`config.mk`:
```
export PLATFORM = sky130hd
export DESIGN_NAME = game_sequencer
export DESIGN_NICKNAME = d
export VERILOG_FILES = /design/src/rtl/game_pkg.sv /design/src/rtl/game_sequencer_btn_edge.sv /design/src/rtl/game_sequencer.sv
export SDC_FILE = /design/constraint.sdc
export NUM_CORES = 1
export LEC_CHECK = 0
export CAP_MARGIN = 15
export CORE_ASPECT_RATIO = 1.1
export CORE_MARGIN = 2
export CORE_UTILIZATION = 30
export CTS_CLUSTER_SIZE = 14
export DETAILED_ROUTE_END_ITERATION = 8
export GPL_TIMING_DRIVEN = 0
export SLEW_MARGIN = 20
export SYNTH_ARGS = -nofsm -noshare
export SYNTH_HDL_FRONTEND = slang
export SYNTH_SLANG_ARGS = --single-unit
```
`constraint.sdc`:
```
create_clock -name clk -period 3.9 [get_ports clk]
set_input_delay 0.78 -clock clk [delete_from_list [all_inputs] [get_ports clk]]
set_output_delay 0.78 -clock clk [all_outputs]
set_load 0.005 [all_outputs]
```
`src/rtl/game_pkg.sv`:
```
// Shared game-mode encodings and button indices used by the sequencer,
// game_logic and the screen renderer.
package game_pkg;

    typedef enum logic [1:0] {
        GM_IDLE  = 2'b00,
        GM_PLAY  = 2'b01,
        GM_PAUSE = 2'b10,
        GM_OVER  = 2'b11
    } gamemode_t;

    localparam int BTN_W     = 3;
    localparam int BTN_START = 0;
    localparam int BTN_PAUSE = 1;
    localparam int BTN_ABORT = 2;

    // All-ones so that a button held through reset never counts as a press.
    localparam logic [BTN_W-1:0] BTN_Q_RESET = '1;

endpackage

```
`src/rtl/game_sequencer_btn_edge.sv`:
```
// Rising-edge detector for the debounced buttons: press is high for the single
// cycle in which a button level goes from 0 to 1.
module btn_edge
    import game_pkg::*;
(
    input  logic             clk,
    input  logic             rst_n,
    input  logic [BTN_W-1:0] btn,
    output logic [BTN_W-1:0] press
);

    logic [BTN_W-1:0] btn_q_reg;

    always_ff @(posedge clk) begin
        if (!rst_n) begin
            btn_q_reg <= BTN_Q_RESET;
        end else begin
            btn_q_reg <= btn;
        end
    end

    generate
        for (genvar gi = 0; gi < BTN_W; gi++) begin : g_edge
            assign press[gi] = btn[gi] & ~btn_q_reg[gi];
        end
    endgenerate

endmodule

```
`src/rtl/game_sequencer.sv`:
```
// Game mode controller: owns idle/play/pause/over, gates the per-frame update
// strobe, pulses map_clear on (re)start and tracks current and best score.
module game_sequencer
    import game_pkg::*;
#(
    parameter int SCORE_W     = 16,
    parameter int SCORE_DIV   = 6,
    parameter int HOLD_FRAMES = 90
) (
    input  logic               clk,
    input  logic               rst_n,
    input  logic [2:0]         btn,
    input  logic               frame_tick,
    input  logic               collision,
    output logic [1:0]         gamemode,
    output logic               logic_en,
    output logic               map_clear,
    output logic [SCORE_W-1:0] score,
    output logic [SCORE_W-1:0] high_score
);

    localparam int DIV_W  = $clog2(SCORE_DIV + 1);
    localparam int HOLD_W = $clog2(HOLD_FRAMES + 1);
    localparam logic [DIV_W-1:0]   DIV_LAST  = DIV_W'(SCORE_DIV - 1);
    localparam logic [HOLD_W-1:0]  HOLD_INIT = HOLD_W'(HOLD_FRAMES);
    localparam logic [SCORE_W-1:0] SCORE_MAX = '1;

    logic [BTN_W-1:0] press;

    gamemode_t          state_reg, state_next;
    logic               logic_en_reg, logic_en_next;
    logic               map_clear_reg, map_clear_next;
    logic [SCORE_W-1:0] score_reg, score_next;
    logic [SCORE_W-1:0] high_score_reg, high_score_next;
    logic [HOLD_W-1:0]  hold_cnt_reg, hold_cnt_next;
    logic [DIV_W-1:0]   frame_div_reg, frame_div_next;

    logic start_game;
    logic advance;
    logic crash;

    btn_edge u_btn_edge (
        .clk   (clk),
        .rst_n (rst_n),
        .btn   (btn),
        .press (press)
    );

    always_ff @(posedge clk) begin
        if (!rst_n) begin
            state_reg      <= GM_IDLE;
            logic_en_reg   <= 1'b0;
            map_clear_reg  <= 1'b0;
            score_reg      <= '0;
            high_score_reg <= '0;
            hold_cnt_reg   <= '0;
            frame_div_reg  <= '0;
        end else begin
            state_reg      <= state_next;
            logic_en_reg   <= logic_en_next;
            map_clear_reg  <= map_clear_next;
            score_reg      <= score_next;
            high_score_reg <= high_score_next;
            hold_cnt_reg   <= hold_cnt_next;
            frame_div_reg  <= frame_div_next;
        end
    end

    // Transitions; a frame only advances when the game stays in PLAYING.
    always_comb begin
        state_next = state_reg;
        start_game = 1'b0;
        advance    = 1'b0;
        crash      = 1'b0;
        unique case (state_reg)
            GM_IDLE: begin
                if (press[BTN_START]) begin
                    state_next = GM_PLAY;
                    start_game = 1'b1;
                end
            end
            GM_PLAY: begin
                if (collision) begin
                    state_next = GM_OVER;
                    crash      = 1'b1;
                end else if (press[BTN_ABORT]) begin
                    state_next = GM_IDLE;
                end else if (press[BTN_PAUSE]) begin
                    state_next = GM_PAUSE;
                end else begin
                    advance = frame_tick;
                end
            end
            GM_PAUSE: begin
                if (press[BTN_ABORT]) begin
                    state_next = GM_IDLE;
                end else if (press[BTN_PAUSE]) begin
                    state_next = GM_PLAY;
                end
            end
            GM_OVER: begin
                if (hold_cnt_reg == '0) begin
                    if (press[BTN_ABORT]) begin
                        state_next = GM_IDLE;
                    end else if (press[BTN_START]) begin
                        state_next = GM_PLAY;
                        start_game = 1'b1;
                    end
                end
            end
        endcase
    end

    always_comb begin
        logic_en_next   = advance;
        map_clear_next  = start_game;
        score_next      = score_reg;
        high_score_next = high_score_reg;
        hold_cnt_next   = hold_cnt_reg;
        frame_div_next  = frame_div_reg;

        if (start_game) begin
            score_next     = '0;
            frame_div_next = '0;
        end

        if (advance) begin
            if (frame_div_reg == DIV_LAST) begin
                frame_div_next = '0;
                if (score_reg != SCORE_MAX) begin
                    score_next = score_reg + SCORE_W'(1);
                end
            end else begin
                frame_div_next = frame_div_reg + DIV_W'(1);
            end
        end

        if (crash) begin
            hold_cnt_next = HOLD_INIT;
            if (score_reg > high_score_reg) begin
                high_score_next = score_reg;
            end
        end

        // The hold window counts frames, not clock cycles.
        if (state_reg == GM_OVER && frame_tick && hold_cnt_reg != '0) begin
            hold_cnt_next = hold_cnt_reg - HOLD_W'(1);
        end
    end

    assign gamemode   = state_reg;
    assign logic_en   = logic_en_reg;
    assign map_clear  = map_clear_reg;
    assign score      = score_reg;
    assign high_score = high_score_reg;

endmodule

```
==> results of run 1 <==
==> stage by stage <==
step	cells	instance area, µm²
after floorplan	335	2850
after global placement	494	3420
after detailed placement	494	3420
after CTS	502	3500
after global routing	502	3500
final	502	3500
==> worst min-delay path: cells and delay by family (launching register included) <==
| kind | cells | cell delay [ns] |
|---|---|---|
| flip-flops | 1 | 0.33 |
| AND/OR/NAND/NOR | 1 | 0.05 |
| multiplexers | 1 | 0.05 |
==> power by group <==
| part | switching [W] | internal, W | leakage [nW] |
|---|---|---|---|
| clock network | 0.000169 | 0.000128 | 0.0395 |
| logic | 0.0000360 | 0.0000242 | 0.759 |
| registers | 0.00000377 | 0.000505 | 0.396 |
==> synth_stat cells (5+ instances only) <==
| cell | n | share of area, % |
|---|---|---|
| a21oi_1 | 22 | 3.9 |
| clkbuf_1 | 9 | 1.2 |
| dfxtp_1 | 49 | 34 |
| ha_1 | 24 | 11 |
| inv_1 | 22 | 2.9 |
| mux2i_1 | 16 | 5.6 |
| nand2_1 | 45 | 5.9 |
| nand2b_1 | 7 | 1.5 |
| nand3_1 | 8 | 1.4 |
| nand4_1 | 9 | 2.0 |
| nor2_1 | 17 | 2.2 |
| nor2_2 | 10 | 2.2 |
| nor3_1 | 5 | 0.88 |
| o211ai_1 | 9 | 2.4 |
| o21ai_0 | 7 | 1.2 |
| xor2_1 | 10 | 3.1 |
==> metal layers <==
layer	track usage, %	wire [µm]	vias up
met5	0	0	-
met1	17.2	3270	1186
met3	1.91	207	4
li1	-	-	1282
met2	23.6	3340	39
met4	4.63	75	0
==> final cells by class <==
cell class / instances / area (µm²)
plain buffers: 13 / 60.1
fillers: 949 / 5810
well taps: 117 / 146
inverters: 22 / 82.6
repair buffers: 42 / 420
clock buffers: 8 / 80.1
multi-input cells: 251 / 1730
flip-flops and latches: 49 / 981
==> cells by family (layout without fill, tap and decap cells) <==
family                     count (synthesis)  in the layout
AOI/OAI and AO/OA                         67             67
xor gates and xnor gates                  11             11
adders and majority gates                 24             24
buffers and inverters                     35             85
DFF                                       49             49
muxes                                     16             16
and+or+nand+nor                          133            133
==> path summary, 6_finish.rpt <==
path | cells past startpoint | to | slack (ns)
worst max-delay path | 7 | score[11] | 1.18
worst min-delay path | 2 | high_score[11] | 0.47
worst min register to register | 2 | high_score[11] | 0.47
worst max register to register | 7 | high_score[8] | 1.36
==> summary.md, run 1 <==
| Metric | Value |
|---|---|
| Final hold vios | 0 |
| Initial Util | slightly above 30% |
| Post-CTS sizing | 0 |
| Reg-to-reg startpoint | score[14] |
| Pleak | between 1 and 1.5 nW |
| Die Wd | ~97 µm |
| Remaining DRCs | 0 |
| Area Growth Syn to Fin | 22.7% |
| Synth Area in XOR/XNOR | 3.38% |
| Syn nets | between 300 and 400 |
| Row count | 37 |
| Min Hold Slack | approximately 0.47 ns |
| Initial antenna violation count | 0 |
| RSZ-0062 raised after global routing | false |
| Vias | ~2500 |
| Seq/Total Area, Yosys | about a third |
| Placer Congestion | roughly 0.82 |
| CTS tree | done |
| Hold-fix buffers, CTS | 0 |
| Max-cap violations | 0 |
| CP top delay family | buffers and inverters |
| CP Buf/Inv Count | 2 |
| Worst-path clk slew | around 0.090 ns |
| # port buffers | 42 |
| Critical path cell sequence | clkdlybuf4s50_1 > nand3b_1 > nor4b_2 > clkbuf_1 > o2111ai_1 > xor2_1 > nor2_2 |
| Setup bufs post-CTS | 0 |
| Worst endpoint required time | slightly above 4 ns |
| H-tree Lvls | 2 |
| Final Cycle Share | between 60% and 70% |
| Largest family of logic cells by synthesized area | simple AND/OR/NAND/NOR gates |
| Number of distinct library cells after synthesis | between 50 and 60 |
| Final setup TNS | 0 ns |
| Power density cells | about 250 mW/mm² |
| Layout cells sized above 1 | roughly 8.6% |
| Mux cell area share after synthesis | under 10% |
| Detail Placement HPWL | roughly 5.3 mm |
| Total GRT Usage | between 10 and 15% |
| Vias in the first global route | around 2500 |
| Mapped Cells | around 340 |
| Avg Cell Area, Syn | roughly 8.5 µm² |
| Ant diodes | 0 |
| Commonest non-fill, non-tap cells in the layout | dfxtp_1, nand2_1, clkdlybuf4s50_1 |
| CTS root buffer | clkbuf_8 |
| Worst vdd ir | 0.133 mV |
| Clock Sinks | 49 |
| #FFs+latches synth | a little under 50 |
| Boundary Pins | 43 |
| Worst relative slew slack | roughly three fifths |
| Post-Syn Area | 0.00285 mm² |
| Crit-path max FO | 10 |
| Clk buf depth | 2 |
| First-pass GRT wire length | between 10 and 15 mm |
| Leading cell type in the layout, fill and taps excluded | dfxtp_1 |
| Yosys warnings | 0 |
| CORE AREA | ~0.0093 mm² |
| Slew @ Worst Pin | between 0.5 and 0.6 ns |
| Dpl ws | 0.874 ns |
| 1st-iter DRT viols | 95 |
| Clock Skew | about 0.011 ns |
| Crit path launch type | input port |
| Worst setup margin | between 1 and 1.5 ns |
| CP Class | input port to flop |
| Final ANT Viol Nets | 0 |
| DR WL/cell | approximately 14 µm |
| Class of the worst hold path | flop to flop |
| Async set-reset flop share out of synthesis | 0% |
| Simple-gate share of the synthesized area | 24.5% |
| Crit path from | frame_tick |
| Final nets | between 400 and 500 |
| DIE AREA | a little over 0.01 mm² |
| Slew Viols, Final | 0 |
| Final cell utilization of the core | a little under two fifths |
| Largest net degree at the start of global routing | 14 |
| Setup violations, final | 0 |
| Max Fclk | 368 MHz |
| Worst hold start | high_score[11] |
| Gr ovfl total | 0 |
| Total power | between 0.0008 and 0.0009 W |
| Die Ht | ~110 µm |
| Crit path time final | between 2 and 3 ns |
| Worst Path Arrival | 2.91 ns |
| Crit-path slowest cell | clkdlybuf4s50_1 |
| Crit. End Element | flop |
| Compound-cell area share of the yosys netlist | between 10% and 20% |
| Post-synth EDFFs | 0 |
| Pre-antenna DRT Iters | 4 |
| Total Wirelength | slightly below 7 mm |
| Outcome | finished, final reports clean |
| Post-Synth Adder-Cell Area | about a tenth |
| Clk_lat worst skew | about 0.3 ns |
| Drt via density | approximately 5 |
| TritonCTS Buffers | 5 |
| Ys flop type | dfxtp_1 |
| Slowest stage delay, CP | between 0.5 and 0.6 ns |
(Power assumes the default switching activity.)
==> run 2: changes to the inputs <==
==> constraint.sdc (replaced) <==
create_clock -name clk -period 2.7 [get_ports clk]
set_input_delay 0.54 -clock clk [delete_from_list [all_inputs] [get_ports clk]]
set_output_delay 0.54 -clock clk [all_outputs]
set_load 0.005 [all_outputs]
==> run 2 against run 1 <==
Against the previous run: first-iteration DRC count decreased by 15%; sequential power increased by 44%; clock skew about the same; clock power increased by 44%; worst hold slack about the same; combinational power increased by 44%; non-clock buffer count decreased by 1; clock-buffer cell count unchanged; sequential share of layout area about the same; setup slack got worse by 0.96 ns; total power increased by 44%; global-route usage unchanged; critical endpoint unchanged.
==> summary.md, run 2 (synthesized netlist as in run 1, its figures left out) <==
| Metric | Value |
|---|---|
| CP Class | input port to flop |
| Switch Pwr | 0.000300 W (+44%) |
| Pleak | 1.19 nW (-0.47%) |
| Total GRT Usage | 13.6% (unchanged) |
| Drt via density | 5.01 (+0.12%) |
| Sequential share of power | 58.8% (about the same) |
| Worst endpoint required time | 2.90 ns (-1.20 ns) |
| Vias in the first global route | 2497 (unchanged) |
| Crit path time final | 2.48 ns |
| Largest net degree at the start of global routing | 14 (unchanged) |
| Final Cycle Share | roughly 92% |
| Final nets | 414 (-0.24%) |
| Final hold vios | 0 (unchanged) |
| Met2 wire length | 3.33 mm (-0.15%) |
| CP Buf/Inv Count | 2 (unchanged) |
| Post-Route M1 WL | 3.27 mm (+0.21%) |
| Die Ht | 106 µm (unchanged) |
| Layout cells sized above 1 | 8.33% (-0.24 points) |
| Placer Congestion | 0.816 (unchanged) |
| Final ANT Viol Nets | 0 (unchanged) |
| Final setup TNS | 0 ns (unchanged) |
| Clk pwr share | 34.3% (about the same) |
| Worst-case reg-to-reg path depth | 8 (+1) |
| Clock Skew | 0.0104 ns (-0.000190 ns) |
| Total Wirelength | 6.87 mm (-0.17%) |
| Crit. End Element | flop |
| Critical path cell sequence | clkdlybuf4s50_1 > nand3b_1 > nor4b_2 > clkbuf_1 > o2111ai_1 > xor2_1 > nor2_2 |
| Hold-fix buffers, CTS | 0 (unchanged) |
| Max Fclk | between 400 and 500 MHz |
| First-pass GRT wire length | 11.5 mm (unchanged) |
| 1st-iter DRT viols | 81 (-15%) |
| Slowest stage delay, CP | 0.56 ns (about the same) |
| Hold depth | 2 (unchanged) |
| Worst Path Arrival | 2.67 ns (-0.24 ns) |
| # port buffers | 42 (unchanged) |
| Commonest non-fill, non-tap cells in the layout | dfxtp_1, nand2_1, clkdlybuf4s50_1 |
| Clk buf depth | 2 (unchanged) |
| DR WL/cell | 13.7 µm (about the same) |
| H-tree Lvls | 2 (unchanged) |
| Die Wd | 97.0 µm (unchanged) |
| Setup violations, final | 0 (unchanged) |
| Class of the worst hold path | flop to flop |
| Detail Placement HPWL | 5.33 mm (unchanged) |
| TritonCTS Buffers | 5 (unchanged) |
| P_int | 0.000949 W (+44%) |
| Crit-path max FO | 10 (unchanged) |
| Fillers | 949 (unchanged) |
| Initial Util | 30.6% (unchanged) |
| Worst relative slew slack | 60.9% (-0.12 points) |
| Row count | 37 (unchanged) |
| RSZ-0062 raised after global routing | false |
| Power density cells | 358 mW/mm² (+45%) |
| Area Growth Syn to Fin | 22.5% |
| Worst vdd ir | 0.193 mV (+45%) |
| Slew @ Worst Pin | 0.584 ns (+0.00173 ns) |
| Max-cap violations | 0 (unchanged) |
| Crit path launch type | input port |
| Slew Viols, Final | 0 (unchanged) |
| Remaining DRCs | 0 (unchanged) |
| Worst setup margin | 0.221 ns (-0.961 ns) |
| Vias | 2509 (-0.080%) |
| Setup bufs post-CTS | 0 (unchanged) |
| CTS root buffer | clkbuf_8 |
| CP top delay family | buffers and inverters |
| Clock Sinks | 49 (unchanged) |
| Ant diodes | 0 (unchanged) |
| Crit-path slowest cell | clkdlybuf4s50_1 |
| Clk_lat worst skew | 0.30 ns (about the same) |
| Worst-path clk slew | 0.09 ns (about the same) |
| Gr ovfl total | 0 (unchanged) |
| Gate power share | 6.9% (about the same) |
| Layout Cells excl Fill | 501 (-0.20%) |
| Area occupied by multi-input gates | 0.00173 mm² (unchanged) |
| Register area | 981 µm² (unchanged) |
| Sw Ratio | 24.0% (-0.044 points) |
| Leading cell type in the layout, fill and taps excluded | dfxtp_1 |
| CTS tree | done |
| DIE AREA | 0.0103 mm² (unchanged) |
| Dpl ws | -0.0857 ns (-0.960 ns) |
| Boundary Pins | 43 (unchanged) |
| Initial antenna violation count | 0 (unchanged) |
| Outcome | finished, final reports clean |
| CORE AREA | 0.00931 mm² (unchanged) |
| Inst Count DP | 494 (unchanged) |
| Max layer used | met4 |
| Critical path depth in cells | 7 (unchanged) |
| Pre-antenna DRT Iters | 5 (+1) |
| Met3 wire length | 176 µm (-15%) |
run 2: cell count changes in the layout (fill, tap and decap cells not counted):
cell   delta
buf_2     -1
run 2: routing by layer:
metal | track usage, % | vias up
met3 | 1.91 | 7
met2 | 23.6 | 36
met5 | 0 | -
li1 | - | 1276
met1 | 17.2 | 1190
met4 | 4.63 | 0
run 2: worst min-delay path, cell delays in order, from the launching register on:
cell     delay, ns
dfxtp_1       0.33
nand2_1       0.05
mux2i_1       0.05
run 2: layout make-up:
| cell class | count | area share (%) |
|---|---|---|
| multi-input combinational | 251 | 49.5 |
| sequential | 49 | 28.1 |
| timing repair buffer | 42 | 12.0 |
| tap | 117 | 4.19 |
| inverter | 22 | 2.36 |
| clock buffer | 8 | 2.29 |
| buffer | 12 | 1.58 |
run 2: per-stage QoR:
step	area (µm²)	hold WS (ns)	total power, W	utilization (%)
5_1_grt	3490	0.509	0.00130	37.5
4_1_cts	3500	0.479	0.00126	37.6
2_1_floorplan	2850	0.437	0.000806	-
6_report	3490	0.474	0.00125	37.5
3_5_place_dp	3420	0.463	0.000839	36.7
3_3_place_gp	3420	0.456	0.000838	36.7
run 2: what timing repair did:
action	4_1_cts	5_1_grt
gates resized for setup	0	0
setup endpoints to repair	0	10
hold endpoints to repair	0	0
run 2: path summary, 6_finish.rpt:
kind	startpoint	to	slack (ns)
min	high_score[11]	high_score[11]	0.47
max reg2reg	gamemode[1]	score[11]	0.30
max	frame_tick	score[11]	0.22
min reg2reg	high_score[11]	high_score[11]	0.47
run 2: power by group through the flow:
stage	logic, W	registers [W]	clock network, W
floorplan	0.0000555	0.000750	0
global placement	0.0000868	0.000751	0
detailed placement	0.0000878	0.000752	0
CTS	0.0000881	0.000735	0.000442
global route	0.0000975	0.000736	0.000470
finish	0.0000868	0.000734	0.000428
==> run 3: changes to the inputs <==
--- a/config.mk
+++ b/config.mk
@@ -12,6 +12,7 @@
 export CTS_CLUSTER_SIZE = 14
 export DETAILED_ROUTE_END_ITERATION = 8
 export GPL_TIMING_DRIVEN = 0
+export HOLD_SLACK_MARGIN = 0.08
 export SLEW_MARGIN = 20
 export SYNTH_ARGS = -nofsm -noshare
 export SYNTH_HDL_FRONTEND = slang
==> results of run 3 <==
The final DEF is identical to that of run 2; final timing and power are the same.
